<file path="src/rtl/fb_ahb_write_master.sv">
// Frame-buffer write master: buffers pixel words from the transfer engine and
// writes each one to memory as a single-beat AHB-Lite word write.
module fb_ahb_write_master #(
    parameter int          FIFO_DEPTH  = 4,
    parameter int          PIXEL_COUNT = 307200,
    parameter logic [31:0] BASE_ADDR   = 32'h0000_0000
) (
    input  logic        clk,
    input  logic        rst,
    input  logic        start,
    input  logic [31:0] data,
    input  logic        done,
    output logic        ready_for_data,
    output logic [31:0] HADDR,
    output logic [1:0]  HTRANS,
    output logic        HWRITE,
    output logic [2:0]  HSIZE,
    output logic [2:0]  HBURST,
    output logic [31:0] HWDATA,
    input  logic        HREADY,
    input  logic        HRESP,
    output logic        frame_done,
    output logic        error
);
    localparam int CW = $clog2(PIXEL_COUNT + 1);
    localparam int PW = $clog2(FIFO_DEPTH);
    localparam logic [CW-1:0] PC_C = CW'(PIXEL_COUNT);
    localparam logic [PW:0]   FD_C = (PW + 1)'(FIFO_DEPTH);

    // S_IDLE: wait for start | S_RUN: move frame | S_DONE: frame_done pulse | S_ERROR: sticky error
    typedef enum logic [1:0] {S_IDLE, S_RUN, S_DONE, S_ERROR} state_t;

    state_t          state_q;
    logic [31:0]     fifo_q [FIFO_DEPTH];
    logic [PW-1:0]   wr_ptr_q, rd_ptr_q;
    logic [PW:0]     count_q, count_d;
    logic [CW-1:0]   rx_cnt_q, iss_cnt_q, cmp_cnt_q;
    logic            dp_valid_q;
    logic [31:0]     hwdata_q, haddr_last_q;

    logic            push, pop, addr_ph, dp_ok, dp_err, underrun;
    logic [31:0]     addr_cur;

    assign ready_for_data = (state_q == S_RUN) && (count_q < FD_C) && (rx_cnt_q < PC_C);
    assign addr_ph  = (state_q == S_RUN) && (count_q != '0) && (iss_cnt_q < PC_C);
    assign addr_cur = BASE_ADDR + (32'(iss_cnt_q) << 2);
    assign push     = ready_for_data;
    assign pop      = addr_ph && HREADY;
    assign dp_ok    = dp_valid_q && HREADY && !HRESP;
    assign dp_err   = dp_valid_q && HRESP;
    assign underrun = done && (rx_cnt_q < PC_C);

    assign HADDR      = addr_ph ? addr_cur : haddr_last_q;
    assign HTRANS     = addr_ph ? 2'b10 : 2'b00;
    assign HWRITE     = addr_ph;
    assign HSIZE      = 3'b010;
    assign HBURST     = 3'b000;
    assign HWDATA     = hwdata_q;
    assign frame_done = (state_q == S_DONE);
    assign error      = (state_q == S_ERROR);

    always_comb begin
        count_d = count_q;
        case ({push, pop})
            2'b10:   count_d = count_q + 1'b1;
            2'b01:   count_d = count_q - 1'b1;
            default: count_d = count_q;
        endcase
    end

    always_ff @(posedge clk) begin
        if (push) fifo_q[wr_ptr_q] <= data;
    end

    always_ff @(posedge clk or posedge rst) begin
        if (rst) begin
            state_q      <= S_IDLE;
            wr_ptr_q     <= '0;
            rd_ptr_q     <= '0;
            count_q      <= '0;
            rx_cnt_q     <= '0;
            iss_cnt_q    <= '0;
            cmp_cnt_q    <= '0;
            dp_valid_q   <= 1'b0;
            hwdata_q     <= '0;
            haddr_last_q <= '0;
        end else begin
            if (push) wr_ptr_q <= wr_ptr_q + 1'b1;
            if (pop) begin
                rd_ptr_q <= rd_ptr_q + 1'b1;
                hwdata_q <= fifo_q[rd_ptr_q];
            end
            if (addr_ph) haddr_last_q <= addr_cur;
            count_q <= count_d;
            case (state_q)
                S_IDLE, S_ERROR: begin
                    if (start) begin
                        state_q    <= S_RUN;
                        wr_ptr_q   <= '0;
                        rd_ptr_q   <= '0;
                        count_q    <= '0;
                        rx_cnt_q   <= '0;
                        iss_cnt_q  <= '0;
                        cmp_cnt_q  <= '0;
                        dp_valid_q <= 1'b0;
                    end
                end
                S_RUN: begin
                    if (push)  rx_cnt_q  <= rx_cnt_q + 1'b1;
                    if (pop)   iss_cnt_q <= iss_cnt_q + 1'b1;
                    if (dp_ok) cmp_cnt_q <= cmp_cnt_q + 1'b1;
                    if (pop)         dp_valid_q <= 1'b1;
                    else if (HREADY) dp_valid_q <= 1'b0;
                    // Error drops the pending data phase and everything behind it.
                    if (dp_err || underrun) begin
                        state_q    <= S_ERROR;
                        dp_valid_q <= 1'b0;
                    end else if (cmp_cnt_q == PC_C) begin
                        state_q <= S_DONE;
                    end
                end
                default: state_q <= S_IDLE;
            endcase
        end
    end
endmodule

</file>
<file path="config.mk">
export PLATFORM = sky130hd
export DESIGN_NAME = fb_ahb_write_master
export DESIGN_NICKNAME = d
export VERILOG_FILES = /design/src/rtl/fb_ahb_write_master.sv
export SDC_FILE = /design/constraint.sdc
export NUM_CORES = 1
export LEC_CHECK = 0
export BUFFER_PORTS_ARGS = -buffer_cell sky130_fd_sc_hd__buf_4
export CAP_MARGIN = 25
export CELL_PAD_IN_SITES_DETAIL_PLACEMENT = 0
export CELL_PAD_IN_SITES_GLOBAL_PLACEMENT = 1
export CORE_ASPECT_RATIO = 1.25
export CORE_MARGIN = 2
export CORE_UTILIZATION = 25
export CTS_CLUSTER_DIAMETER = 30
export CTS_CLUSTER_SIZE = 40
export DETAILED_ROUTE_END_ITERATION = 16
export GPL_ROUTABILITY_DRIVEN = 0
export HOLD_SLACK_MARGIN = 0.02
export PLACE_DENSITY = 0.49
export SLEW_MARGIN = 0
export SYNTH_ARGS = -nofsm -noshare
export SYNTH_HDL_FRONTEND = slang
export SYNTH_SLANG_ARGS = --single-unit
</file>
<file path="constraint.sdc">
create_clock -name clk -period 4.27 [get_ports clk]
set_input_delay 0.854 -clock clk [delete_from_list [all_inputs] [get_ports clk]]
set_output_delay 0.854 -clock clk [all_outputs]
set_load 0.02 [all_outputs]
</file>
# --- Word level (Yosys, flattened, before mapping) ---
# Memory sizes are Yosys's and may differ from the RTL's. A register that Yosys moved wholly into a read port is not among the register bits.
# Cells that the tools add are included.
classes:
  addsub: 7
  order_cmp: 3
  eq_ne: 12
  muxes: 29
  reduce_logical: 20
op_table:
  columns: ["operator", "n"]
  rows:
  - ["case mux 19 bit (2 select lines)", 3]
  - ["two-way mux 19 bit", 4]
  - ["adder 19 x 1 -> 19 bit, second input constant", 3]
  - ["< comparator 19 bit, second input constant", 2]
  - ["two-way mux 32 bit", 1]
  - ["two-way mux 2 bit", 10]
  - ["equality test 19 bit, second input constant", 1]
  - ["AND reduction 3 bit", 4]
  - ["logical AND 1 bit", 9]
  - ["inequality test 2 bit, second input constant", 4]
  - ["equality test 2 bit, second input constant", 3]
  - ["two-way mux 1 bit", 6]
  - ["two-way mux 3 bit", 2]
  - ["case mux 3 bit (2 select lines)", 1]
  - ["adder 2 x 1 -> 2 bit, second input constant", 2]
  - ["equality test 2 x 1 -> 1 bit, second input constant", 2]
  - ["inequality test 4 x 3 -> 1 bit, second input constant", 1]
  - ["case mux 2 bit (2 select lines)", 1]
  - ["adder 3 x 1 -> 3 bit, second input constant", 1]
  - ["< comparator 3 bit, second input constant", 1]
  - ["inequality test 3 x 1 -> 1 bit, second input constant", 1]
  - ["nonzero test 3 bit", 1]
  - ["subtractor 3 x 1 -> 3 bit, second input constant", 1]
  - ["logical NOT 2 bit", 1]
  - ["6 further kinds", 6]
totals:
  regBits: 99
  ram_bits: 128
  in_bits: 38
  output_inout_bits: 76
  mem_count: 1
mem_list:
  columns: ["name", "depth", "word_bits", "rd", "rd_ports_with_merged_regs", "write_ports", "line_no", "source"]
  rows:
  - ["fifo_q", 4, 32, 1, 1, 1, "34", "logic [31:0] fifo_q [FIFO_DEPTH];"]

# --- Longest topological paths before layout ---
# Gate-level depths: netlist (run 1).
logic_depth:
  ltp_word: 8
  mapped_depth: 13
  ltp_nobuf: 11

# --- Least setup slack after synthesis (run 1) ---
# OpenSTA, ideal clock, no wires.
synth_timing:
  kind: "reg2out"
  startpoint: "register state_q[1]"
  endpoint: "output HADDR[19]"
  arrival_ns: 1.772
  slack_ns: 1.644
  stages_incl_launch_ff: 8
  path_cell_list: "dfrtp_1 -> inv_1 -> ha_1 -> buf_6 -> o31a_1 -> nand2_1 -> clkbuf_1 -> o21ai_0"
synth_between:
  elab_chain_cells: 4
synth_rtl:
  columns: ["item", "line_no", "source"]
  rows:
  - ["from (decl)", "33", "state_t state_q;"]
  - ["from (signal assigned)", "77", "state_q <= S_IDLE;"]
  - ["from (signal assigned)", "98", "state_q <= S_RUN;"]
  - ["from (signal assigned)", "116", "state_q <= S_ERROR;"]
  - ["equality test 2 x 1 -> 1 bit", "45", "assign addr_ph = (state_q == S_RUN) && (count_q != '0) && (iss_cnt_q < PC_C);"]
  - ["logical AND 1 bit (2 in a row)", "45", null]
  - ["two-way mux 32 bit", null, null]
  - ["to (decl)", "14", "output logic [31:0] HADDR,"]
# No other way between the ends.

# --- Worst setup path in the final report (run 1) ---
layout_timing:
  startpoint: "register iss_cnt_q[12]"
  endpoint: "output HADDR[13]"
layout_between:
  elab_chain_cells: 3
layout_rtl:
  columns: ["item", "line_no", "source"]
  rows:
  - ["from (decl)", "37", "logic [CW-1:0] rx_cnt_q, iss_cnt_q, cmp_cnt_q;"]
  - ["from (signal assigned)", "110", "if (pop) iss_cnt_q <= iss_cnt_q + 1'b1;"]
  - ["< comparator 19 bit", "45", null]
  - ["logical AND 1 bit", "45", null]
  - ["two-way mux 32 bit", null, null]
# No other way between the ends.

==> results of run 1 <==
[state kept, by name (all words and copies together) (netlist names)]
name	count
rd_ptr_q	2
fifo_q	128
HWDATA	32
wr_ptr_q	2
iss_cnt_q	19
state_q	2
haddr_last_q	32
rx_cnt_q	19
dp_valid_q	1
cmp_cnt_q	19
count_q	3
[per-stage QoR]
| step | hold WS (ns) | power (mW) | setup WS [ns] | instance area, µm² |
|---|---|---|---|---|
| after global placement | 0.458 | 5.28 | 1.31 | 12300 |
| final | 0.408 | 10.3 | 0.724 | 14600 |
| after global routing | 0.451 | 10.8 | 0.408 | 14600 |
| after CTS | 0.408 | 10.5 | 0.623 | 14600 |
| after detailed placement | 0.464 | 5.28 | 1.26 | 12300 |
| after floorplan | 0.478 | 4.55 | 1.64 | 10900 |
[worst max-delay path, cell delays in order, from the launching register on]
cell	delay, ns
sky130_fd_sc_hd__dfrtp_1	0.42
sky130_fd_sc_hd__nand3_1	0.15
sky130_fd_sc_hd__a31o_1	0.36
sky130_fd_sc_hd__nand2_1	0.13
sky130_fd_sc_hd__clkinv_1	0.51
sky130_fd_sc_hd__nand2_1	0.28
sky130_fd_sc_hd__nand2_1	0.10
sky130_fd_sc_hd__buf_4	0.17
[logic make-up after synthesis]
| group | after synthesis | synth area share |
|---|---|---|
| AOI/OAI and AO/OA | 70 | 0.0433 |
| xor gates and xnor gates | 38 | 0.0306 |
| adders and majority gates | 13 | 0.0156 |
| buffers and inverters | 60 | 0.0297 |
| DFF | 259 | 0.654 |
| muxes | 70 | 0.115 |
| other | 2 | 0.000690 |
| and+or+nand+nor | 245 | 0.111 |
[synthesized netlist by cell type (2+ instances only)]
| master | n |
|---|---|
| sky130_fd_sc_hd__a211oi_1 | 6 |
| sky130_fd_sc_hd__a211oi_2 | 2 |
| sky130_fd_sc_hd__a21oi_1 | 21 |
| sky130_fd_sc_hd__a31o_1 | 2 |
| sky130_fd_sc_hd__a31o_2 | 5 |
| sky130_fd_sc_hd__a31oi_1 | 3 |
| sky130_fd_sc_hd__a41o_1 | 2 |
| sky130_fd_sc_hd__and2_1 | 21 |
| sky130_fd_sc_hd__and3_1 | 13 |
| sky130_fd_sc_hd__and4_1 | 6 |
| sky130_fd_sc_hd__buf_1 | 5 |
| sky130_fd_sc_hd__buf_2 | 6 |
| sky130_fd_sc_hd__buf_4 | 8 |
| sky130_fd_sc_hd__buf_6 | 8 |
| sky130_fd_sc_hd__clkbuf_1 | 14 |
| sky130_fd_sc_hd__conb_1 | 2 |
| sky130_fd_sc_hd__dfrtp_1 | 131 |
| sky130_fd_sc_hd__edfxtp_1 | 128 |
| sky130_fd_sc_hd__ha_1 | 12 |
| sky130_fd_sc_hd__inv_1 | 18 |
| sky130_fd_sc_hd__mux2_2 | 5 |
| sky130_fd_sc_hd__mux2_4 | 28 |
| sky130_fd_sc_hd__mux2i_1 | 5 |
| sky130_fd_sc_hd__mux4_2 | 32 |
| sky130_fd_sc_hd__nand2_1 | 87 |
| sky130_fd_sc_hd__nand3_1 | 24 |
| sky130_fd_sc_hd__nand4_1 | 16 |
| sky130_fd_sc_hd__nand4_2 | 2 |
| sky130_fd_sc_hd__nor2_1 | 55 |
| sky130_fd_sc_hd__nor3_1 | 3 |
| sky130_fd_sc_hd__nor4_1 | 4 |
| sky130_fd_sc_hd__o211ai_1 | 4 |
| sky130_fd_sc_hd__o21ai_0 | 15 |
| sky130_fd_sc_hd__o31ai_1 | 2 |
| sky130_fd_sc_hd__or3_1 | 6 |
| sky130_fd_sc_hd__xnor2_1 | 14 |
| sky130_fd_sc_hd__xor2_1 | 24 |
[worst max path at each step]
stage	slack, ns	cells after the start	start	to
after global routing	0.41	7	iss_cnt_q[15]$_DFFE_PP0P_	HADDR[13]
after detailed placement	1.26	7	iss_cnt_q[12]$_DFFE_PP0P_	HADDR[13]
after CTS	0.62	7	iss_cnt_q[12]$_DFFE_PP0P_	HADDR[13]
final	0.72	7	iss_cnt_q[12]$_DFFE_PP0P_	HADDR[13]
after global placement	1.31	7	iss_cnt_q[12]$_DFFE_PP0P_	HADDR[14]
after floorplan	1.64	7	state_q[1]$_DFFE_PP0P_	HADDR[19]
[area by class of cell]
cell class | count | share of cell area
Clock buffer | 87 | 0.130
Inverter | 19 | 0.00513
Clock inverter | 34 | 0.0286
Sequential cell | 259 | 0.487
Tap cell | 565 | 0.0483
Timing Repair Buffer | 124 | 0.0645
Multi-Input combinational cell | 443 | 0.237
[power groups by stage]
| stage | Clock, mW | Combinational [mW] | Sequential (mW) |
|---|---|---|---|
| after CTS | 5.25 | 1.99 | 3.26 |
| after detailed placement | 0 | 1.99 | 3.29 |
| final | 5.11 | 1.93 | 3.25 |
| after global placement | 0 | 1.98 | 3.29 |
| after global routing | 5.38 | 2.12 | 3.30 |
| after floorplan | 0 | 1.18 | 3.37 |
[layer usage]
layer | part of all wire | track usage | routed length (µm) | vias to the layer above
met5 | 0 | 0 | 0 | -
met4 | 0.025 | 0.0559 | 651 | 0
met1 | 0.41 | 0.136 | 10600 | 3282
li1 | - | - | - | 3095
met2 | 0.49 | 0.193 | 12600 | 166
met3 | 0.070 | 0.0436 | 1810 | 50
==> metrics.cfg, run 1 <==
[global_routing]
antenna_found_initial = 0
vias_in_the_first_global_route = 7109
grt_overflow_total = 0
grt_max_degree = 68
first_pass_grt_wire_length_mm = 40.6
grtUsageTotal = 0.118

[floorplanning]
fp.dieW_um = 191
coreArea_um2 = 43100
die_height_um = 237
initial_utilization = 0.253
io-pin-count = 114
num_rows = 85
die_area_um2 = 45200

[placement]
half_perimeter_wire_length_after_placement_mm = 15.6
place.port_buffers = 106
place.detailed.instances = 1410

[yosys]
syn_area_per_cell_um2 = 14.4
synth_sequential_area_ratio = 0.654
post_synth_inst_count = 757
synth_cell_type_count = 55
synthDominantAreaCellType = sky130_fd_sc_hd__edfxtp_1
number_of_flops_mapped_to_enable_cells_by_yosys = 128
post_synth_main_area_contributors = sky130_fd_sc_hd__edfxtp_1, sky130_fd_sc_hd__dfrtp_1, sky130_fd_sc_hd__mux4_2, sky130_fd_sc_hd__mux2_4, sky130_fd_sc_hd__nand2_1
ys_warn_count = 0
most_used_flip_flop_cell_after_synthesis = sky130_fd_sc_hd__dfrtp_1
postSynthRegisterBits = 259
syn-cell-area_um2 = 10900
async_sr_flop_fraction = 0.506
netlist.area_leader.share = 0.353

[detailed_routing]
detailed_route_drc_error_count = 0
drt-total-wl_mm = 25.7
detailroute.via_count = 6593
detail_route.vias_per_cell = 4.31
route.antenna.remaining_nets = 0
dr.pass1.iters = 5
detail_route.wl_per_cell_um = 16.8
drt_first_iter_violations = 199

[timing]
maxClockFrequency_ghz = 0.282
grt_setup_unrepaired = no
hold_violations_final = 0
timing.final.max_slew_violations = 0
fin_crit_ns = 3.55
relSlewSlack = 0.352
final-setup-viol-count = 0
tightestPinTransition_ns = 0.971
fin_tns_setup_ns = 0
fin_crit_sh = 0.831
worst_clock_skew_ns = 0.0320

[setup_path]
ff2ff_setup_slack_ns = 1.54
worst_r2r_endpoint = fifo_q[1][27]$_DFFE_PP_
setup.worst_path.class = reg2out
timing.rr.start = state_q[1]$_DFFE_PP0P_
r2r_cells = 7
timing.critical_path.to_type = output pin
timing.critical_path.from_type = flop
cp_data_arrival_time_ns = 2.69
worstPathRequired_ns = 3.42
critical_path_peak_fanout = 19

[pwr]
power.leakage_nw = 6.00
power_switching_share = 0.275
internal_power_mw = 7.45
combinationalPowerShare = 0.188
switchingPower_mw = 2.83
power.ir.vdd_worst_mv = 0.432
clockPowerShare = 0.497
power_frac_seq = 0.316
power_density_nw_per_um2 = 703

[cells_and_area]
layout_commonest_cell = sky130_fd_sc_hd__dfrtp_1
final-instance-count-excl-fill = 1531
num-nets-final = 965
antenna_diodes = 0
synthToLayoutAreaGrowth_pct = 34.4
multi_input_area_um2 = 3470
final.fill_count = 4282
post_route_cells_drive_above_1_share = 0.331
most-common-layout-cells = sky130_fd_sc_hd__dfrtp_1, sky130_fd_sc_hd__edfxtp_1, sky130_fd_sc_hd__buf_4, sky130_fd_sc_hd__nand2_1, sky130_fd_sc_hd__clkbuf_16
register_area_um2 = 7120
final_core_util = 0.340

[clock_network]
tritoncts = yes
buffers_inserted_during_post_cts_setup_optimization = 0
insertion_delay_ns = 0.58
tritoncts.num_buffers = 67
cts_root_buf = sky130_fd_sc_hd__clkbuf_16
cts_resized = 0
htree_num_levels = 3
holdBufCountCts = 0
cts.clk_slew.worst_paths_ns = 0.04
ctsLongestPathBuffers = 3
cts.sink_count = 259

[job]
drv.max_cap_violation_count = 0

[run_status]
outcome = complete, no violations

[min_path]
min_path_type = in2async

(Power assumes the default switching activity.)
==> run 2, diff against run 1 <==
- clock period: 4.27 -> 2.8 ns (I/O delays scaled with it)
==> run 2 against run 1 <==
Critical endpoint is now HADDR[20]. Hold slack worse by 0.33 ns. Total power is 54% higher. Register-to-register slack worse by 1.2 ns. Via count is 0.27% lower. Worst setup slack worse by 0.55 ns. Global-route usage hardly changed. Cell area is 1.5% higher. Non-clock buffer count is 17 higher. Largest cell class unchanged. Highest routed layer unchanged.
==> metrics.cfg, run 2 (synthesis results as in run 1) <==
[floorplanning]
coreArea_um2 = 43100
die_height_um = 237
fp.dieW_um = 191
io-pin-count = 114
die_area_um2 = 45200
num_rows = 85
initial_utilization = 0.253

[cells_and_area]
num-nets-final = 975
most-common-layout-cells = sky130_fd_sc_hd__buf_4, sky130_fd_sc_hd__edfxtp_1, sky130_fd_sc_hd__dfrtp_1, sky130_fd_sc_hd__nand2_1, sky130_fd_sc_hd__clkbuf_16
multi_input_area_um2 = 3490
post_route_cells_drive_above_1_share = 0.353
register_area_um2 = 7130
synthToLayoutAreaGrowth_pct = 36.4
antenna_diodes = 0
final.fill_count = 4254
largest_register_ffs = 128
layout_commonest_cell = sky130_fd_sc_hd__buf_4
max_flop_register = fifo_q

[clock_network]
cts_root_buf = sky130_fd_sc_hd__clkbuf_16
cts.sink_count = 259
tritoncts = yes
ctsLongestPathBuffers = 3
holdBufCountCts = 0
tritoncts.num_buffers = 60
insertion_delay_ns = 0.59
htree_num_levels = 2
cts.clk_slew.worst_paths_ns = 0.05

[pwr]
power.leakage_nw = 6.09
power.ir.vdd_worst_mv = 0.547
power_density_nw_per_um2 = 1060
power.total_mw = 15.8

[placement]
place.port_buffers = 106
detailedPlace.worstSlack_ns = 0.406
half_perimeter_wire_length_after_placement_mm = 16.1

[detailed_routing]
detailroute.via_count = 6575
drt_first_iter_violations = 263
detailed_route_drc_error_count = 0
detail_route.vias_per_cell = 4.27
route.antenna.remaining_nets = 0
detail_route.wl_per_cell_um = 16.7
drt-total-wl_mm = 25.8
dr.pass1.iters = 4

[global_routing]
grt_max_degree = 39
antenna_found_initial = 0
grtUsageTotal = 0.118
vias_in_the_first_global_route = 7112
first_pass_grt_wire_length_mm = 40.7
grt_overflow_total = 0

[timing]
fin_tns_setup_ns = 0
relSlewSlack = 0.497
tightestPinTransition_ns = 0.754
fin_crit_ns = 2.63
hold_violations_final = 0
maxClockFrequency_ghz = 0.381
timing.final.max_slew_violations = 0
worst_clock_skew_ns = 0.0195
final-setup-viol-count = 0
fin_crit_sh = 0.938
final_setup_slack_of_the_worst_path_ns = 0.174
grt_setup_unrepaired = no

[setup_path]
timing.critical_path.to_type = output pin
worstPathRequired_ns = 2.24
critical_path_peak_fanout = 4
timing.critical_path.from_type = flop
setup.worst_path.class = reg2out
cp_data_arrival_time_ns = 2.07

[run_status]
outcome = complete, no violations

[min_path]
min_path_type = in2async

[job]
drv.max_cap_violation_count = 0

==> run 2: cell count changes in the layout (fill, tap and decap cells not counted), moves of 3 or more <==
cell                        change
sky130_fd_sc_hd__inv_8          -3
sky130_fd_sc_hd__nand2_2        +4
sky130_fd_sc_hd__clkbuf_1       -4
sky130_fd_sc_hd__clkbuf_16      -9
sky130_fd_sc_hd__buf_12         +8
sky130_fd_sc_hd__buf_4          +7
sky130_fd_sc_hd__nand2_1        -4
sky130_fd_sc_hd__bufinv_16      +7
==> run 2: layout make-up <==
class | count | area share
Sequential cell | 259 | 0.480
Timing Repair Buffer | 141 | 0.0796
Tap cell | 565 | 0.0476
Clock buffer | 76 | 0.113
Multi-Input combinational cell | 443 | 0.235
Inverter | 19 | 0.00506
Clock inverter | 37 | 0.0390
==> run 2: metal layers <==
metal / vias to the layer above / wire length, µm / GRT usage
met5: - / 0 / 0
met4: 0 / 725 / 0.0458
met3: 56 / 1710 / 0.0427
met2: 155 / 12800 / 0.200
met1: 3254 / 10500 / 0.135
li1: 3110 / - / -
==> run 2: stage by stage <==
stage,instance area (µm²),utilization,hold slack [ns],std cells
4_1_cts,14800,0.344,0.0812,1540
3_3_place_gp,12500,0.291,0.458,1425
5_1_grt,14800,0.345,0.102,1540
3_5_place_dp,12500,0.291,0.463,1425
6_report,14800,0.345,0.0737,1540
2_1_floorplan,10900,-,0.478,762
==> run 2: path summary, 6_finish.rpt <==
kind | slack (ns) | depth (start not counted) | endpoint | startpoint
setup / recovery | 0.17 | 7 | HADDR[20] | state_q[1]$_DFFE_PP0P_
hold reg to reg | 0.47 | 2 | haddr_last_q[10]$_DFF_PP0_ | haddr_last_q[10]$_DFF_PP0_
setup reg to reg | 0.36 | 11 | count_q[2]$_DFF_PP0_ | state_q[1]$_DFFE_PP0P_
min in group clk | 0.17 | 1 | fifo_q[2][17]$_DFFE_PP_ | data[17]
hold / removal | 0.07 | 2 | HWDATA[27]$_DFFE_PP0N_ | rst
max in group asynchronous | 2.04 | 3 | rx_cnt_q[16]$_DFFE_PP0P_ | rst
==> run 2: power breakdown <==
group	total, mW	internal (mW)	switching [mW]
logic	3.17	1.51	1.66
registers	4.92	4.59	0.323
clock network	7.71	5.50	2.21
==> run 2: repair_timing <==
| item | CTS | global route |
|---|---|---|
| buffers inserted | 2 | 0 |
| pin swaps | 0 | 0 |
| setup endpoints to repair | 31 | 31 |
| gates resized for setup | 2 | 11 |
==> run 2: worst max-delay path, cell delays in order, from the launching register on <==
cell and delay (ns):
sky130_fd_sc_hd__dfrtp_1 0.39, sky130_fd_sc_hd__inv_1 0.08, sky130_fd_sc_hd__ha_2 0.19, sky130_fd_sc_hd__o31a_1 0.18
sky130_fd_sc_hd__buf_4 0.14, sky130_fd_sc_hd__a41oi_1 0.11, sky130_fd_sc_hd__a21oi_1 0.20, sky130_fd_sc_hd__buf_4 0.19
